<file path="config.mk">
export PLATFORM = sky130hd
export DESIGN_NAME = servant_spi_ram_ctrl
export DESIGN_NICKNAME = d
export VERILOG_FILES = /design/src/rtl/servant_spi_ram_pkg.sv /design/src/rtl/servant_spi_sync.sv /design/src/rtl/servant_spi_ram_ctrl.sv
export SDC_FILE = /design/constraint.sdc
export NUM_CORES = 1
export LEC_CHECK = 0
export CAP_MARGIN = 25
export CORE_MARGIN = 4
export CORE_UTILIZATION = 40
export DETAILED_ROUTE_END_ITERATION = 10
export SLEW_MARGIN = 15
export SYNTH_ARGS = -nofsm -noshare
export SYNTH_HDL_FRONTEND = slang
export SYNTH_HIERARCHICAL = 1
export SYNTH_SLANG_ARGS = --single-unit
</file>
<file path="constraint.sdc">
create_clock -name i_clk -period 2.46 [get_ports i_clk]
set_clock_uncertainty 0.2 [all_clocks]
set_input_delay 0.246 -clock i_clk [delete_from_list [all_inputs] [get_ports i_clk]]
set_output_delay 0.246 -clock i_clk [all_outputs]
set_load 0.02 [all_outputs]
</file>
<file path="src/rtl/servant_spi_ram_pkg.sv">
// Shared opcodes and sequencer states for the servant SPI RAM controller.
package servant_spi_ram_pkg;

  localparam logic [7:0] OP_READ      = 8'h03;
  localparam logic [7:0] OP_WRITE     = 8'h02;
  localparam logic [7:0] OP_FAST_READ = 8'h0B;

  typedef enum logic [2:0] {
    IDLE,
    CMD,
    ADDR,
    DUMMY,
    RD,
    WR,
    IGNORE
  } state_t;

endpackage

</file>
<file path="src/rtl/servant_spi_sync.sv">
// Two-flop synchronizer with a third flop for rise/fall detection.
module servant_spi_sync #(
  parameter logic rst_val = 1'b0
) (
  input  logic clk,
  input  logic rst_n,
  input  logic d,
  output logic level,
  output logic rise,
  output logic fall
);

  logic sync_p0, sync_p1, sync_p2;

  always_ff @(posedge clk or negedge rst_n) begin
    if (!rst_n) begin
      sync_p0 <= rst_val;
      sync_p1 <= rst_val;
      sync_p2 <= rst_val;
    end else begin
      sync_p0 <= d;
      sync_p1 <= sync_p0;
      sync_p2 <= sync_p1;
    end
  end

  assign level = sync_p1;
  assign rise  = sync_p1 & ~sync_p2;
  assign fall  = ~sync_p1 & sync_p2;

endmodule

</file>
<file path="src/rtl/servant_spi_ram_ctrl.sv">
// SPI-slave READ/WRITE sequencer for the byte-wide servant RAM (mode 0, oversampled).
// Define SERVANT_SPI_RAM_FAST_READ_EN to accept opcode 0x0B with 8 dummy clocks.
module servant_spi_ram_ctrl
  import servant_spi_ram_pkg::*;
#(
  parameter int depth = 65536,
  parameter int aw    = $clog2(depth)
) (
  input  logic          i_clk,
  input  logic          i_rst_n,
  input  logic          i_sck,
  input  logic          i_cs_n,
  input  logic          i_mosi,
  output logic          o_miso,
  output logic [aw-1:0] o_ram_addr,
  output logic [7:0]    o_ram_wdata,
  output logic          o_ram_we_n,
  output logic          o_ram_re,
  input  logic [7:0]    i_ram_rdata,
  output logic          o_busy
);

  localparam logic [aw-1:0] addr_one = 1;

  logic       sck_lvl, sck_rise, sck_fall;
  logic       cs_lvl, cs_rise, cs_fall;
  logic       mosi_lvl, mosi_rise, mosi_fall;
  logic       unused_sync;
  state_t     state, next_state;
  logic [4:0] bit_cnt;
  logic [6:0] shift_in;
  logic [7:0] opcode;
  logic       fast_cmd, rd_op, fast_op;
  logic [7:0] rd_buf, miso_sr;
  logic       re_d, load_pend;

  servant_spi_sync #(.rst_val(1'b0)) u_sync_sck (
    .clk(i_clk), .rst_n(i_rst_n), .d(i_sck),
    .level(sck_lvl), .rise(sck_rise), .fall(sck_fall)
  );
  servant_spi_sync #(.rst_val(1'b1)) u_sync_cs (
    .clk(i_clk), .rst_n(i_rst_n), .d(i_cs_n),
    .level(cs_lvl), .rise(cs_rise), .fall(cs_fall)
  );
  servant_spi_sync #(.rst_val(1'b0)) u_sync_mosi (
    .clk(i_clk), .rst_n(i_rst_n), .d(i_mosi),
    .level(mosi_lvl), .rise(mosi_rise), .fall(mosi_fall)
  );

  assign unused_sync = ^{sck_lvl, cs_lvl, mosi_rise, mosi_fall};
  assign opcode      = {shift_in, mosi_lvl};
  assign o_busy      = (state != IDLE);

`ifdef SERVANT_SPI_RAM_FAST_READ_EN
  assign fast_cmd = (opcode == OP_FAST_READ);
`else
  assign fast_cmd = 1'b0;
`endif

  always_ff @(posedge i_clk or negedge i_rst_n) begin
    if (!i_rst_n) state <= IDLE;
    else          state <= next_state;
  end

  // CS rise outranks any same-cycle SCK edge.
  always_comb begin
    next_state = state;
    if (cs_rise) begin
      next_state = IDLE;
    end else begin
      case (state)
        IDLE:  if (cs_fall) next_state = CMD;
        CMD:   if (sck_rise && bit_cnt == 5'd7) begin
                 if (opcode == OP_READ || opcode == OP_WRITE || fast_cmd) next_state = ADDR;
                 else                                                    next_state = IGNORE;
               end
        ADDR:  if (sck_rise && bit_cnt == 5'd23) next_state = fast_op ? DUMMY : (rd_op ? RD : WR);
        DUMMY: if (sck_rise && bit_cnt == 5'd7) next_state = RD;
        default: ;
      endcase
    end
  end

  always_ff @(posedge i_clk or negedge i_rst_n) begin
    if (!i_rst_n) begin
      bit_cnt     <= '0;
      shift_in    <= '0;
      rd_op       <= 1'b0;
      fast_op     <= 1'b0;
      o_ram_addr  <= '0;
      o_ram_wdata <= '0;
      o_ram_we_n  <= 1'b1;
      o_ram_re    <= 1'b0;
      o_miso      <= 1'b0;
      rd_buf      <= '0;
      miso_sr     <= '0;
      re_d        <= 1'b0;
      load_pend   <= 1'b0;
    end else begin
      o_ram_re   <= 1'b0;
      o_ram_we_n <= 1'b1;
      re_d       <= o_ram_re;
      if (state != next_state) bit_cnt <= '0;
      else if (sck_rise)       bit_cnt <= bit_cnt + 5'd1;

      if (cs_rise) begin
        re_d      <= 1'b0;
        load_pend <= 1'b0;
        o_miso    <= 1'b0;
      end else begin
        // Read data arrives one cycle after the RAM registers the request.
        if (re_d && state == RD) begin
          rd_buf    <= i_ram_rdata;
          load_pend <= 1'b1;
        end
        if (!o_ram_we_n) o_ram_addr <= o_ram_addr + addr_one;

        if (sck_rise) begin
          case (state)
            CMD: begin
              shift_in <= {shift_in[5:0], mosi_lvl};
              if (bit_cnt == 5'd7) begin
                rd_op   <= (opcode != OP_WRITE);
                fast_op <= fast_cmd;
              end
            end
            ADDR: begin
              o_ram_addr <= {o_ram_addr[aw-2:0], mosi_lvl};
              if (next_state == RD) o_ram_re <= 1'b1;
            end
            DUMMY: if (next_state == RD) o_ram_re <= 1'b1;
            RD: if (bit_cnt[2:0] == 3'd7) begin
              o_ram_addr <= o_ram_addr + addr_one;
              o_ram_re   <= 1'b1;
            end
            WR: begin
              shift_in <= {shift_in[5:0], mosi_lvl};
              if (bit_cnt[2:0] == 3'd7) begin
                o_ram_wdata <= {shift_in, mosi_lvl};
                o_ram_we_n  <= 1'b0;
              end
            end
            default: ;
          endcase
        end

        if (sck_fall && state == RD) begin
          if (load_pend) begin
            o_miso    <= rd_buf[7];
            miso_sr   <= {rd_buf[6:0], 1'b0};
            load_pend <= 1'b0;
          end else begin
            o_miso  <= miso_sr[7];
            miso_sr <= {miso_sr[6:0], 1'b0};
          end
        end
      end
    end
  end

endmodule

</file>
==> summary.md <==
| Metric | Value |
|---|---|
| Total CTS buffers | `9` |
| Routability Congestion | `~0.85` |
| Internal | `0.00196 W` |
| Hold EP | `u_sync_cs/sync_p0$_DFF_PN1_` |
| Sw frac | `27.3%` |
| Worst EP required | `2.01 ns` |
| # setup viols final | `0` |
| TNS Setup | `0 ns` |
| Final Critical Period | `2.32 ns` |
| Maximum vdd drop | `about 320 uV` |
| Slew at the pin with the worst max-slew slack | `0.611 ns` |
| Avg Inst Size Synth | `about 9.6 um^2` |
| Clk sinks | `68` |
| Max_slew headroom | `about three fifths` |
| Gr ovfl total | `0` |
| Critical path class | `flip-flop to primary output` |
| Residual DRC | `0` |
| Hold Worst Slack | `0.103 ns` |
| CTS tree | `built` |
| Dpl cells | `539` |
| Leakage | `1.91 nW` |
| Clock transition at the registers of the reported paths | `0.08 ns` |
| Layout cells sized above 1 | `17.8%` |
| Combinational share of power | `11.7%` |
| First-pass GRT wire length | `approximately 16000 um` |
| Final cell count without fillers | `556` |
| CTS root buf | `clkbuf_8` |
| Antenna violations before repair | `0` |
| Post-Syn Area | `3740 um^2` |
| Die ar. | `about 11000 um^2` |
| Pins Over Slew Limit | `0` |
| Ports | `41` |
| Hold Startpoint | `i_cs_n` |
| Final Hold Viols | `0` |
| Yosys warning total | `6` |
| CTS max path bufs | `2` |
| Reg2reg end | `o_ram_addr[10]$_DFFE_PN0N_` |
| Power per Cell Area | `580 nW/um^2` |
| Crit. End Element | `primary output` |
| Syn Inst Count | `389` |
| Die Span Y | `105 um` |
| Achievable Freq | `431 MHz` |
| Synthesis-to-layout area growth | `24.2%` |
| Clk pwr share | `40.0%` |
| 1st-iter DRT viols | `roughly 160` |
| Worst hold path depth | `1` |
| Critical Path Fanout Max | `16` |
| Reg power frac | `48.3%` |
| Crit path DAT | `between 1.5 and 2 ns` |
| Die width | `105 um` |
| Multi-input gate area | `1900 um^2` |
| Nets | `about 460` |
| Antenna Violating Nets Remaining | `0` |
| Row count | `35` |
| R2r worst-path depth | `6` |
| Max cap viols | `0` |
| Sequential cell area | `1710 um^2` |
| H-tree Lvls | `3` |
| Status | `completed` |
| Unrepaired setup endpoints after global routing | `false` |
| Psw | `0.000735 W` |
| Vias in the first global route | `3120` |
| DRT Wirelength | `9300 um` |
| Syn Nets | `405` |
| DRT Pass-1 Iters | `4` |
| Largest net degree at the start of global routing | `34` |
| Wire per inst | `16.7 um` |
| Post-DR vias/cell | `5.72` |
| Register-to-register path setup slack | `~0.16 ns` |
| IO buf count | `40` |
| Crit start category | `flip-flop` |
| Period utilisation layout | `between 90% and 100%` |
| Initial cell density of the core | `40.8%` |
| Total number of vias | `3183` |
| Skew-Pair Late Insertion Delay | `0.35 ns` |
| Worst hold-check path type | `input port to flip-flop` |
| Gr usage total | `between 10% and 20%` |
| Fillers | `835` |
| Detailed Place HPWL | `6560 um` |
| Core area | `just over 9000 um^2` |
| Ant. Diodes | `0` |
| Worst reg2reg path startpoint | `o_ram_addr[1]$_DFFE_PN0N_` |
[cells in the final DEF (no fill, tap or decap), drive strengths merged, types with 13 or more instances in the layout]
cell type,count
a21oi,14
o21ai,25
inv,13
clkdlybuf4s50,39
nor2,41
dfrtp,64
mux2,24
nand3,17
buf,27
nand2,27
[cell type report]
type	instances	share of cell area, %
inverters	11	0.889
clock inverters	7	2.26
well taps	111	2.99
repair buffers	67	13.5
flip-flops and latches	68	36.8
multi-input cells	283	41.0
clock buffers	9	2.67
[flip-flops by register name, indices dropped and copies added, names as in the netlist, 3 cells and up]
name         flops
miso_sr          7
bit_cnt          5
rd_buf           8
shift_in         7
state            3
o_ram_addr      16
o_ram_wdata      8
[critical path: stages (launching register included)]
cell             delay, ns
dfrtp_1               0.55
or3_1                 0.44
clkdlybuf4s50_1       0.54
[how the worst max path moves through the flow]
stage               cells after the start  slack [ns]                      start                          to
finish                                  2        0.14         state[0]$_DFF_PN0_                      o_busy
detailed placement                      5         0.1  o_ram_addr[5]$_DFFE_PN0N_  o_ram_addr[15]$_DFFE_PN0N_
global route                            5       0.003  o_ram_addr[1]$_DFFE_PN0N_  o_ram_addr[10]$_DFFE_PN0N_
floorplan                               6        0.21  o_ram_addr[0]$_DFFE_PN0N_  o_ram_addr[10]$_DFFE_PN0N_
global placement                        5        0.19  o_ram_addr[5]$_DFFE_PN0N_  o_ram_addr[15]$_DFFE_PN0N_
CTS                                     5        0.08  o_ram_addr[5]$_DFFE_PN0N_  o_ram_addr[15]$_DFFE_PN0N_
[per-layer routing]
| layer | global-route usage, % | up-vias | share of wire, % |
|---|---|---|---|
| li1 | - | 1526 | - |
| met1 | 23.7 | 1567 | 45 |
| met2 | 27.5 | 77 | 49 |
| met3 | 2.90 | 13 | 4.6 |
| met4 | 7.59 | 0 | 1.4 |
| met5 | 0 | - | 0 |
[power by group through the flow]
stage / Sequential, W / Clock, W / Combinational [W]
floorplan: 0.00130 / 0 / 0.000190
global placement: 0.00132 / 0 / 0.000309
detailed placement: 0.00132 / 0 / 0.000320
CTS: 0.00130 / 0.00111 / 0.000321
global route: 0.00131 / 0.00116 / 0.000358
finish: 0.00130 / 0.00108 / 0.000315
[per-stage QoR]
stage	instance area, um^2	worst slack, ns	total power, W	utilization [%]
4_1_cts	4620	0.0800	0.00273	50.5
6_report	4640	0.138	0.00269	50.7
5_1_grt	4640	0.00350	0.00284	50.7
3_5_place_dp	4380	0.0998	0.00164	47.9
3_3_place_gp	4380	0.190	0.00163	47.9
2_1_floorplan	3740	0.210	0.00149	-
[repair_timing]
action | in CTS | in global routing
buffers inserted | 0 | 0
setup endpoints to repair | 0 | 3
hold buffers | 1 | 0
resized for setup | 0 | 3
endpoints found under the hold margin | 20 | 0
(Power assumes the default switching activity.)
